==> config.mk <==
export PLATFORM = sky130hd
export DESIGN_NAME = sonar_scheduler_flat
export DESIGN_NICKNAME = d
export VERILOG_FILES = /design/src/rtl/sonar_scheduler_pkg.sv /design/src/rtl/sonar_scheduler_if.sv /design/src/rtl/sonar_timer.sv /design/src/rtl/sonar_scheduler.sv /design/src/flat_wrapper.sv
export SDC_FILE = /design/constraint.sdc
export NUM_CORES = 1
export LEC_CHECK = 0
export BUFFER_PORTS_ARGS = -buffer_cell sky130_fd_sc_hd__buf_2
export CAP_MARGIN = 10
export CORE_MARGIN = 1.5
export CORE_UTILIZATION = 40
export DETAILED_ROUTE_END_ITERATION = 12
export GPL_TIMING_DRIVEN = 0
export PLACE_DENSITY = 0.66
export SETUP_SLACK_MARGIN = 0.02
export SLEW_MARGIN = 5
export SYNTH_ARGS = -nofsm -noshare
export SYNTH_HDL_FRONTEND = slang
export SYNTH_HIERARCHICAL = 1
export SYNTH_SLANG_ARGS = --single-unit
==> constraint.sdc <==
create_clock -name clock -period 3 [get_ports clock]
set_clock_uncertainty 0.2 [all_clocks]
set_input_delay 0.45 -clock clock [delete_from_list [all_inputs] [get_ports clock]]
set_output_delay 0.45 -clock clock [all_outputs]
set_load 0.1 [all_outputs]
==> src/rtl/sonar_scheduler_pkg.sv <==
// Shared types and constants for the sonar measurement sequencer.
// The defaults assume a 50 MHz system clock.
package sonar_scheduler_pkg;

  typedef enum logic [2:0] {
    OCIOSO   = 3'd0,
    DISPARA  = 3'd1,
    AGUARDA  = 3'd2,
    REGISTRA = 3'd3,
    ABORTA   = 3'd4,
    ESPERA   = 3'd5
  } state_t;

  localparam logic [3:0] DB_OCIOSO   = 4'h0;
  localparam logic [3:0] DB_DISPARA  = 4'h1;
  localparam logic [3:0] DB_AGUARDA  = 4'h2;
  localparam logic [3:0] DB_REGISTRA = 4'h3;
  localparam logic [3:0] DB_ABORTA   = 4'h4;
  localparam logic [3:0] DB_ESPERA   = 4'h5;
  localparam logic [3:0] DB_ILEGAL   = 4'hE;

  localparam int unsigned DEF_MEAS_W  = 12;
  localparam int unsigned DEF_CNT_W   = 26;
  localparam int unsigned DEF_TIMEOUT = 2_500_000;
  localparam int unsigned DEF_GAP     = 3_000_000;
  localparam int unsigned DEF_PERIOD  = 25_000_000;

  function automatic logic [3:0] db_code(input state_t s);
    case (s)
      OCIOSO:   db_code = DB_OCIOSO;
      DISPARA:  db_code = DB_DISPARA;
      AGUARDA:  db_code = DB_AGUARDA;
      REGISTRA: db_code = DB_REGISTRA;
      ABORTA:   db_code = DB_ABORTA;
      ESPERA:   db_code = DB_ESPERA;
      default:  db_code = DB_ILEGAL;
    endcase
  endfunction

endpackage

==> src/rtl/sonar_scheduler_if.sv <==
// Request/result bundle between the sequencer, its controlling logic and the
// HC-SR04 interface controller.
interface sonar_scheduler_if
  import sonar_scheduler_pkg::*;
#(
  parameter int unsigned MEAS_W = DEF_MEAS_W
);
  logic              modo;
  logic              medir;
  logic              pronto_if;
  logic [MEAS_W-1:0] medida_if;
  logic              medir_if;
  logic              reset_if;
  logic [MEAS_W-1:0] medida;
  logic              valido;
  logic              erro_timeout;
  logic              ocupado;
  logic [7:0]        n_medidas;
  logic [3:0]        db_estado;

  modport master (
    output modo, medir, pronto_if, medida_if,
    input  medir_if, reset_if, medida, valido, erro_timeout, ocupado,
           n_medidas, db_estado
  );

  modport slave (
    input  modo, medir, pronto_if, medida_if,
    output medir_if, reset_if, medida, valido, erro_timeout, ocupado,
           n_medidas, db_estado
  );
endinterface

==> src/rtl/sonar_timer.sv <==
// Free-running cycle counter with synchronous clear that holds at LIMIT.
module sonar_timer #(
  parameter int unsigned CNT_W = 26,
  parameter int unsigned LIMIT = 24_999_999
) (
  input  logic             i_clk,
  input  logic             i_rst,
  input  logic             i_clr,
  output logic [CNT_W-1:0] o_count
);
  localparam logic [CNT_W-1:0] LIM = CNT_W'(LIMIT);

  logic [CNT_W-1:0] r_count;

  always_ff @(posedge i_clk or posedge i_rst) begin
    if (i_rst) begin
      r_count <= '0;
    end else if (i_clr) begin
      r_count <= '0;
    end else if (r_count != LIM) begin
      r_count <= r_count + CNT_W'(1);
    end
  end

  assign o_count = r_count;
endmodule

==> src/rtl/sonar_scheduler.sv <==
// Measurement sequencer: manual/periodic triggering with minimum gap,
// per-measurement timeout watchdog, result latch and success counter.
module sonar_scheduler
  import sonar_scheduler_pkg::*;
#(
  parameter int unsigned MEAS_W         = DEF_MEAS_W,
  parameter int unsigned CNT_W          = DEF_CNT_W,
  parameter int unsigned TIMEOUT_CYCLES = DEF_TIMEOUT,
  parameter int unsigned GAP_CYCLES     = DEF_GAP,
  parameter int unsigned PERIOD_CYCLES  = DEF_PERIOD
) (
  input  logic             clock,
  input  logic             reset,
  sonar_scheduler_if.slave bus
);
  localparam logic [CNT_W-1:0] T_TIMEOUT = CNT_W'(TIMEOUT_CYCLES - 1);
  localparam logic [CNT_W-1:0] T_GAP     = CNT_W'(GAP_CYCLES - 1);
  localparam logic [CNT_W-1:0] T_PERIOD  = CNT_W'(PERIOD_CYCLES - 1);

  state_t            r_state;
  state_t            w_next;
  logic              r_medir_d;
  logic              w_rise;
  logic              r_pending;
  logic              w_clr;
  logic [CNT_W-1:0]  w_t;
  logic [MEAS_W-1:0] r_medida;
  logic              r_erro;
  logic [7:0]        r_n;

  assign w_rise = bus.medir & ~r_medir_d;
  // Clearing on entry makes t read 0 during DISPARA, so trigger spacing is exactly GAP/PERIOD.
  assign w_clr  = (w_next == DISPARA);

  sonar_timer #(
    .CNT_W (CNT_W),
    .LIMIT (PERIOD_CYCLES - 1)
  ) u_timer (
    .i_clk   (clock),
    .i_rst   (reset),
    .i_clr   (w_clr),
    .o_count (w_t)
  );

  always_ff @(posedge clock or posedge reset) begin
    if (reset) begin
      r_state   <= OCIOSO;
      r_medir_d <= 1'b0;
    end else begin
      r_state   <= w_next;
      r_medir_d <= bus.medir;
    end
  end

  always_comb begin
    w_next = r_state;
    case (r_state)
      OCIOSO:   if (bus.modo || w_rise) w_next = DISPARA;
      DISPARA:  w_next = AGUARDA;
      AGUARDA: begin
        if (bus.pronto_if)       w_next = REGISTRA;
        else if (w_t == T_TIMEOUT) w_next = ABORTA;
      end
      REGISTRA: w_next = ESPERA;
      ABORTA:   w_next = ESPERA;
      ESPERA: begin
        if (bus.modo) begin
          if (w_t == T_PERIOD) w_next = DISPARA;
        end else if (w_t >= T_GAP) begin
          // A rise landing on the exit cycle is served directly rather than parked as pending.
          w_next = (r_pending || w_rise) ? DISPARA : OCIOSO;
        end
      end
      default:  w_next = OCIOSO;
    endcase
  end

  always_ff @(posedge clock or posedge reset) begin
    if (reset) begin
      r_pending <= 1'b0;
    end else if (r_state == OCIOSO) begin
      if (bus.modo) r_pending <= 1'b0;
    end else if (r_state == ESPERA && !bus.modo && w_next == DISPARA) begin
      r_pending <= 1'b0;
    end else if (w_rise) begin
      r_pending <= 1'b1;
    end
  end

  // Result is captured with pronto_if so it is already visible while valido is high.
  always_ff @(posedge clock or posedge reset) begin
    if (reset) begin
      r_medida <= '0;
      r_erro   <= 1'b0;
      r_n      <= '0;
    end else if (r_state == AGUARDA) begin
      if (bus.pronto_if) begin
        r_medida <= bus.medida_if;
        r_n      <= r_n + 8'd1;
        r_erro   <= 1'b0;
      end else if (w_next == ABORTA) begin
        r_erro   <= 1'b1;
      end
    end
  end

  assign bus.medir_if     = (r_state == DISPARA);
  assign bus.reset_if     = (r_state == ABORTA);
  assign bus.valido       = (r_state == REGISTRA);
  assign bus.ocupado      = (r_state != OCIOSO);
  assign bus.db_estado    = db_code(r_state);
  assign bus.medida       = r_medida;
  assign bus.erro_timeout = r_erro;
  assign bus.n_medidas    = r_n;
endmodule

==> src/flat_wrapper.sv <==
// flat-port wrapper written by rule: the top's interface ports become plain ports
module sonar_scheduler_flat import sonar_scheduler_pkg::*;
#(
  parameter int unsigned MEAS_W         = DEF_MEAS_W,
  parameter int unsigned CNT_W          = DEF_CNT_W,
  parameter int unsigned TIMEOUT_CYCLES = DEF_TIMEOUT,
  parameter int unsigned GAP_CYCLES     = DEF_GAP,
  parameter int unsigned PERIOD_CYCLES  = DEF_PERIOD
)
  (clock, reset, bus_modo, bus_medir, bus_pronto_if, bus_medida_if, bus_medir_if, bus_reset_if, bus_medida, bus_valido, bus_erro_timeout, bus_ocupado, bus_n_medidas, bus_db_estado);
  sonar_scheduler_if #(.MEAS_W(MEAS_W)) bus_i ();
  input  logic clock;
  input  logic reset;
  input wire logic [$bits(bus_i.modo)-1:0] bus_modo;
  input wire logic [$bits(bus_i.medir)-1:0] bus_medir;
  input wire logic [$bits(bus_i.pronto_if)-1:0] bus_pronto_if;
  input wire logic [$bits(bus_i.medida_if)-1:0] bus_medida_if;
  output wire logic [$bits(bus_i.medir_if)-1:0] bus_medir_if;
  output wire logic [$bits(bus_i.reset_if)-1:0] bus_reset_if;
  output wire logic [$bits(bus_i.medida)-1:0] bus_medida;
  output wire logic [$bits(bus_i.valido)-1:0] bus_valido;
  output wire logic [$bits(bus_i.erro_timeout)-1:0] bus_erro_timeout;
  output wire logic [$bits(bus_i.ocupado)-1:0] bus_ocupado;
  output wire logic [$bits(bus_i.n_medidas)-1:0] bus_n_medidas;
  output wire logic [$bits(bus_i.db_estado)-1:0] bus_db_estado;
  assign bus_i.modo = bus_modo;
  assign bus_i.medir = bus_medir;
  assign bus_i.pronto_if = bus_pronto_if;
  assign bus_i.medida_if = bus_medida_if;
  assign bus_medir_if = bus_i.medir_if;
  assign bus_reset_if = bus_i.reset_if;
  assign bus_medida = bus_i.medida;
  assign bus_valido = bus_i.valido;
  assign bus_erro_timeout = bus_i.erro_timeout;
  assign bus_ocupado = bus_i.ocupado;
  assign bus_n_medidas = bus_i.n_medidas;
  assign bus_db_estado = bus_i.db_estado;
  sonar_scheduler #(.MEAS_W(MEAS_W), .CNT_W(CNT_W), .TIMEOUT_CYCLES(TIMEOUT_CYCLES), .GAP_CYCLES(GAP_CYCLES), .PERIOD_CYCLES(PERIOD_CYCLES)) u_core (.clock(clock), .reset(reset), .bus(bus_i));
endmodule
==> flow_metrics.env <==
export IMPL_drive_gt1_share_pct=25.1
export IMPL_crit_path_top_delay_cell="dfrtp_2"
export IMPL_clock_fmax_mhz=349
export IMPL_drtIter0Drc=132
export IMPL_min_path_cells=1
export IMPL_syn_mean_instance_area_sq_um=9.56
export IMPL_rows=30
export IMPL_placed_cell_area_sq_um=3240
export IMPL_crit_required_ps=3040
export IMPL_ys_types=44
export IMPL_path_cells="or3b_4, nor3_2, a311oi_2, o41a_1, and3_2, buf_2, clkbuf_4, a21oi_1"
export IMPL_power_clock_fraction_pct=12.0
export IMPL_p_seq_share_pct=29.1
export IMPL_tritoncts="done"
export IMPL_synth_seq_area_share_pct=45.1
export IMPL_cts_sinks=52
export IMPL_grt_max_degree=27
export IMPL_synth_edff_count=0
export IMPL_yosys_register_bits=52
export IMPL_intPower_mw=1.43
export IMPL_avgRoutedWirePerCell_um=14.7
export IMPL_hold_ws_ps=54.4
export IMPL_ant_nets=0
export IMPL_worstSetupStartpointType="flop"
export IMPL_worst_slew_pin_slew_ps=1020
export IMPL_switching_share_pct=58.9
export IMPL_post_cts_setup_buffers=0
export IMPL_hold_viol_final=0
export IMPL_place_congestion=0.896
export IMPL_cts_buffers_inserted=5
export IMPL_finalCritPeriodShare_pct=95.5
export IMPL_ir_drop_uv=262
export IMPL_hold_class="in -> reg"
export IMPL_rsz0062_at_grt="false"
export IMPL_yosys_warnings=6
export IMPL_num_nets_final=374
export IMPL_crit_path_max_incr_delay_ps=480
export IMPL_grt_util_all_layers_pct=17.9
export IMPL_syn_area_sq_um=2890
export IMPL_finalWirelength_mm=6.63
export IMPL_hold_start="bus_medir"
export IMPL_crit_path_end_kind="flop"
export IMPL_ctsResizeCount=4
export IMPL_combPwrFrac_pct=58.9
export IMPL_dr_pass1_iters=4
export IMPL_slew_headroom_pct=31.1
export IMPL_core_area_sq_um=6870
export IMPL_clock_latency_ps=310
export IMPL_setup_viol_count_final=0
export IMPL_drv_slew=0
export IMPL_ioPinCount=46
export IMPL_postSynthCellCount=302
export IMPL_cp_buffers_inverters=2
export IMPL_hpwlAfterDp_mm=4.87
export IMPL_p_switching_mw=2.05
export IMPL_grt_pass1_vias=2323
export IMPL_path_class="reg -> reg"
export IMPL_syn_num_nets=322
export IMPL_leakagePower_nw=1.43
export IMPL_antenna_found_initial=0
export IMPL_synthFlopType="dfrtp_1"
export IMPL_cellPowerDensity_nw_per_um2=1040
export IMPL_min_to="u_core/r_medir_d"
export IMPL_die_area_sq_um=7740
export IMPL_r2r_end="u_core/u_timer/o_count[1]"
export IMPL_cts_root_buf="clkbuf_8"
export IMPL_port_buffers=45
export IMPL_n_antenna_cell=0
export IMPL_rrSetupSlack_ps=140
export IMPL_final_cell_area_sq_um=3360
export IMPL_grt_pass1_wl_mm=10.9
export IMPL_status="finished, final reports clean"
export IMPL_clockBufferDepth=2
export IMPL_route_vias_total=2502
export IMPL_fin_crit_ps=2860
export IMPL_hold_buffers=0
export IMPL_r2r_start="u_core/u_timer/o_count[12]"
export IMPL_cp_arrival_ps=2900
export IMPL_die_h_um=88.0
export IMPL_vias_per_cell=5.55
export IMPL_crit_family="simple AND/OR/NAND/NOR gates"
export IMPL_grt_ovfl_total=0
export IMPL_fp_dieW_um=88.0
export IMPL_ff2ff_path_depth=8
export IMPL_cts_clk_slew_worst_paths_ps=100
export IMPL_areaGrowthSynthToFinish_pct=16.2
export IMPL_crit_fanout=10
export IMPL_initial_core_util_pct=42.0
export IMPL_htreeDepth=2
export IMPL_cap_violations=0
export IMPL_synthArstFlopShare_pct=100
export IMPL_drt_drc_violations_left=0
==> logic make-up (layout without fill, tap and decap cells) <==
group / Yosys count / in the layout / share of synthesized area [%]
AO/OA/AOI/OAI: 42 / 42 / 9.10
XOR/XNOR: 15 / 15 / 4.55
adder cells (fa/ha/maj): 3 / 3 / 1.30
buffers and inverters: 23 / 76 / 3.12
flip-flops: 52 / 52 / 45.1
multiplexers: 20 / 20 / 7.80
AND/OR/NAND/NOR: 147 / 147 / 29.1
==> worst max-delay path by stage <==
stage          slack [ps]                       start  cells after the start                    endpoint
5_1_grt                20  u_core/u_timer/o_count[12]                      8   u_core/u_timer/o_count[1]
3_5_place_dp         -340  u_core/u_timer/o_count[24]                      8  u_core/u_timer/o_count[11]
4_1_cts                50  u_core/u_timer/o_count[12]                      8   u_core/u_timer/o_count[1]
2_1_floorplan         140           u_core/r_state[1]                      9  u_core/u_timer/o_count[10]
3_3_place_gp         -400  u_core/u_timer/o_count[24]                      8  u_core/u_timer/o_count[15]
6_report              140  u_core/u_timer/o_count[12]                      8   u_core/u_timer/o_count[1]
==> synth_stat cells (all sizes together) (2+ instances only) <==
cell type   n  area share, %
a31o        2           0.61
and4b       2           0.69
a21oi      18            3.1
nand4      14            3.6
nor2       32            4.2
nand2      18            2.3
nand2b      4           0.87
or4         7            1.8
or3         5            1.1
nor2b       9            1.9
nand3      11            1.9
o211ai      3           0.78
inv        10            1.3
nor4        8            1.7
dfrtp      52             45
o21ai       6            1.0
clkbuf     10            1.3
buf         3           0.52
nand4b      3           0.91
nor3b       3           0.78
and4        4            1.2
ha          3            1.3
xor2        3           0.91
a31oi       2           0.43
nor3       11            2.1
mux2       20            7.8
or2         2           0.43
and2        4           0.87
nor4b       2           0.61
xnor2      12            3.6
and3        5            1.1
o31ai       5            1.3
==> placed cells by master (no fill, tap or decap), types with 3 or more instances in the layout <==
master     n
a21oi_1   18
and2_1     4
and3_1     4
and4_1     4
buf_2     49
clkbuf_1   7
clkbuf_8   5
dfrtp_1   50
ha_1       3
inv_1     10
mux2_1     4
mux2_2    16
nand2_1   18
nand2b_1   4
nand3_1   11
nand4_1   13
nand4b_1   3
nor2_1    31
nor2b_1    9
nor3_1     9
nor3b_1    3
nor4_1     7
o211ai_1   3
o21ai_0    6
o31ai_1    5
or3_1      5
or4_1      7
xnor2_1   12
xor2_1     3
==> power by group through the flow <==
stage / logic (mW) / clock network, mW / registers (mW)
after floorplan: 0.891 / 0 / 1.82
after global placement: 2.03 / 0 / 1.01
after detailed placement: 2.04 / 0 / 1.03
after CTS: 2.06 / 0.442 / 1.01
after global routing: 2.16 / 0.465 / 1.04
final: 2.05 / 0.418 / 1.01
==> metal layers <==
layer	routed length, um	up-vias	track usage (%)
met4	89	0	6.64
met2	3110	61	28.3
li1	-	1212	-
met1	3120	1219	24.2
met3	310	10	3.68
met5	0	-	0
==> registers in the layout (all words and copies together) (netlist names) <==
register	count
u_core/u_timer/o_count	26
u_core/r_state	3
u_core/bus.n_medidas	8
u_core/r_medir_d	1
u_core/bus.erro_timeout	1
u_core/bus.medida	12
u_core/r_pending	1
==> final cells by class <==
cell class	instances	area (sq um)
plain buffers	13	58.8
clock buffers	5	68.8
clock inverters	3	25.0
fillers	678	3510
inverters	10	37.5
multi-input cells	227	1520
flip-flops and latches	52	1300
well taps	96	120
repair buffers	45	225
==> stage by stage <==
stage                     TNS [ps]  util [%]  setup slack, ps  total power [mW]  cells
final                            0      48.9              136              3.49    451
after global placement       -5040      47.2             -398              3.04    443
after detailed placement     -4330      47.2             -344              3.07    443
after CTS                        0      48.6             48.1              3.51    451
after global routing             0      48.9             15.0              3.66    451
after floorplan                  0         -              143              2.71    302
Power figures use the tool's default switching activity.
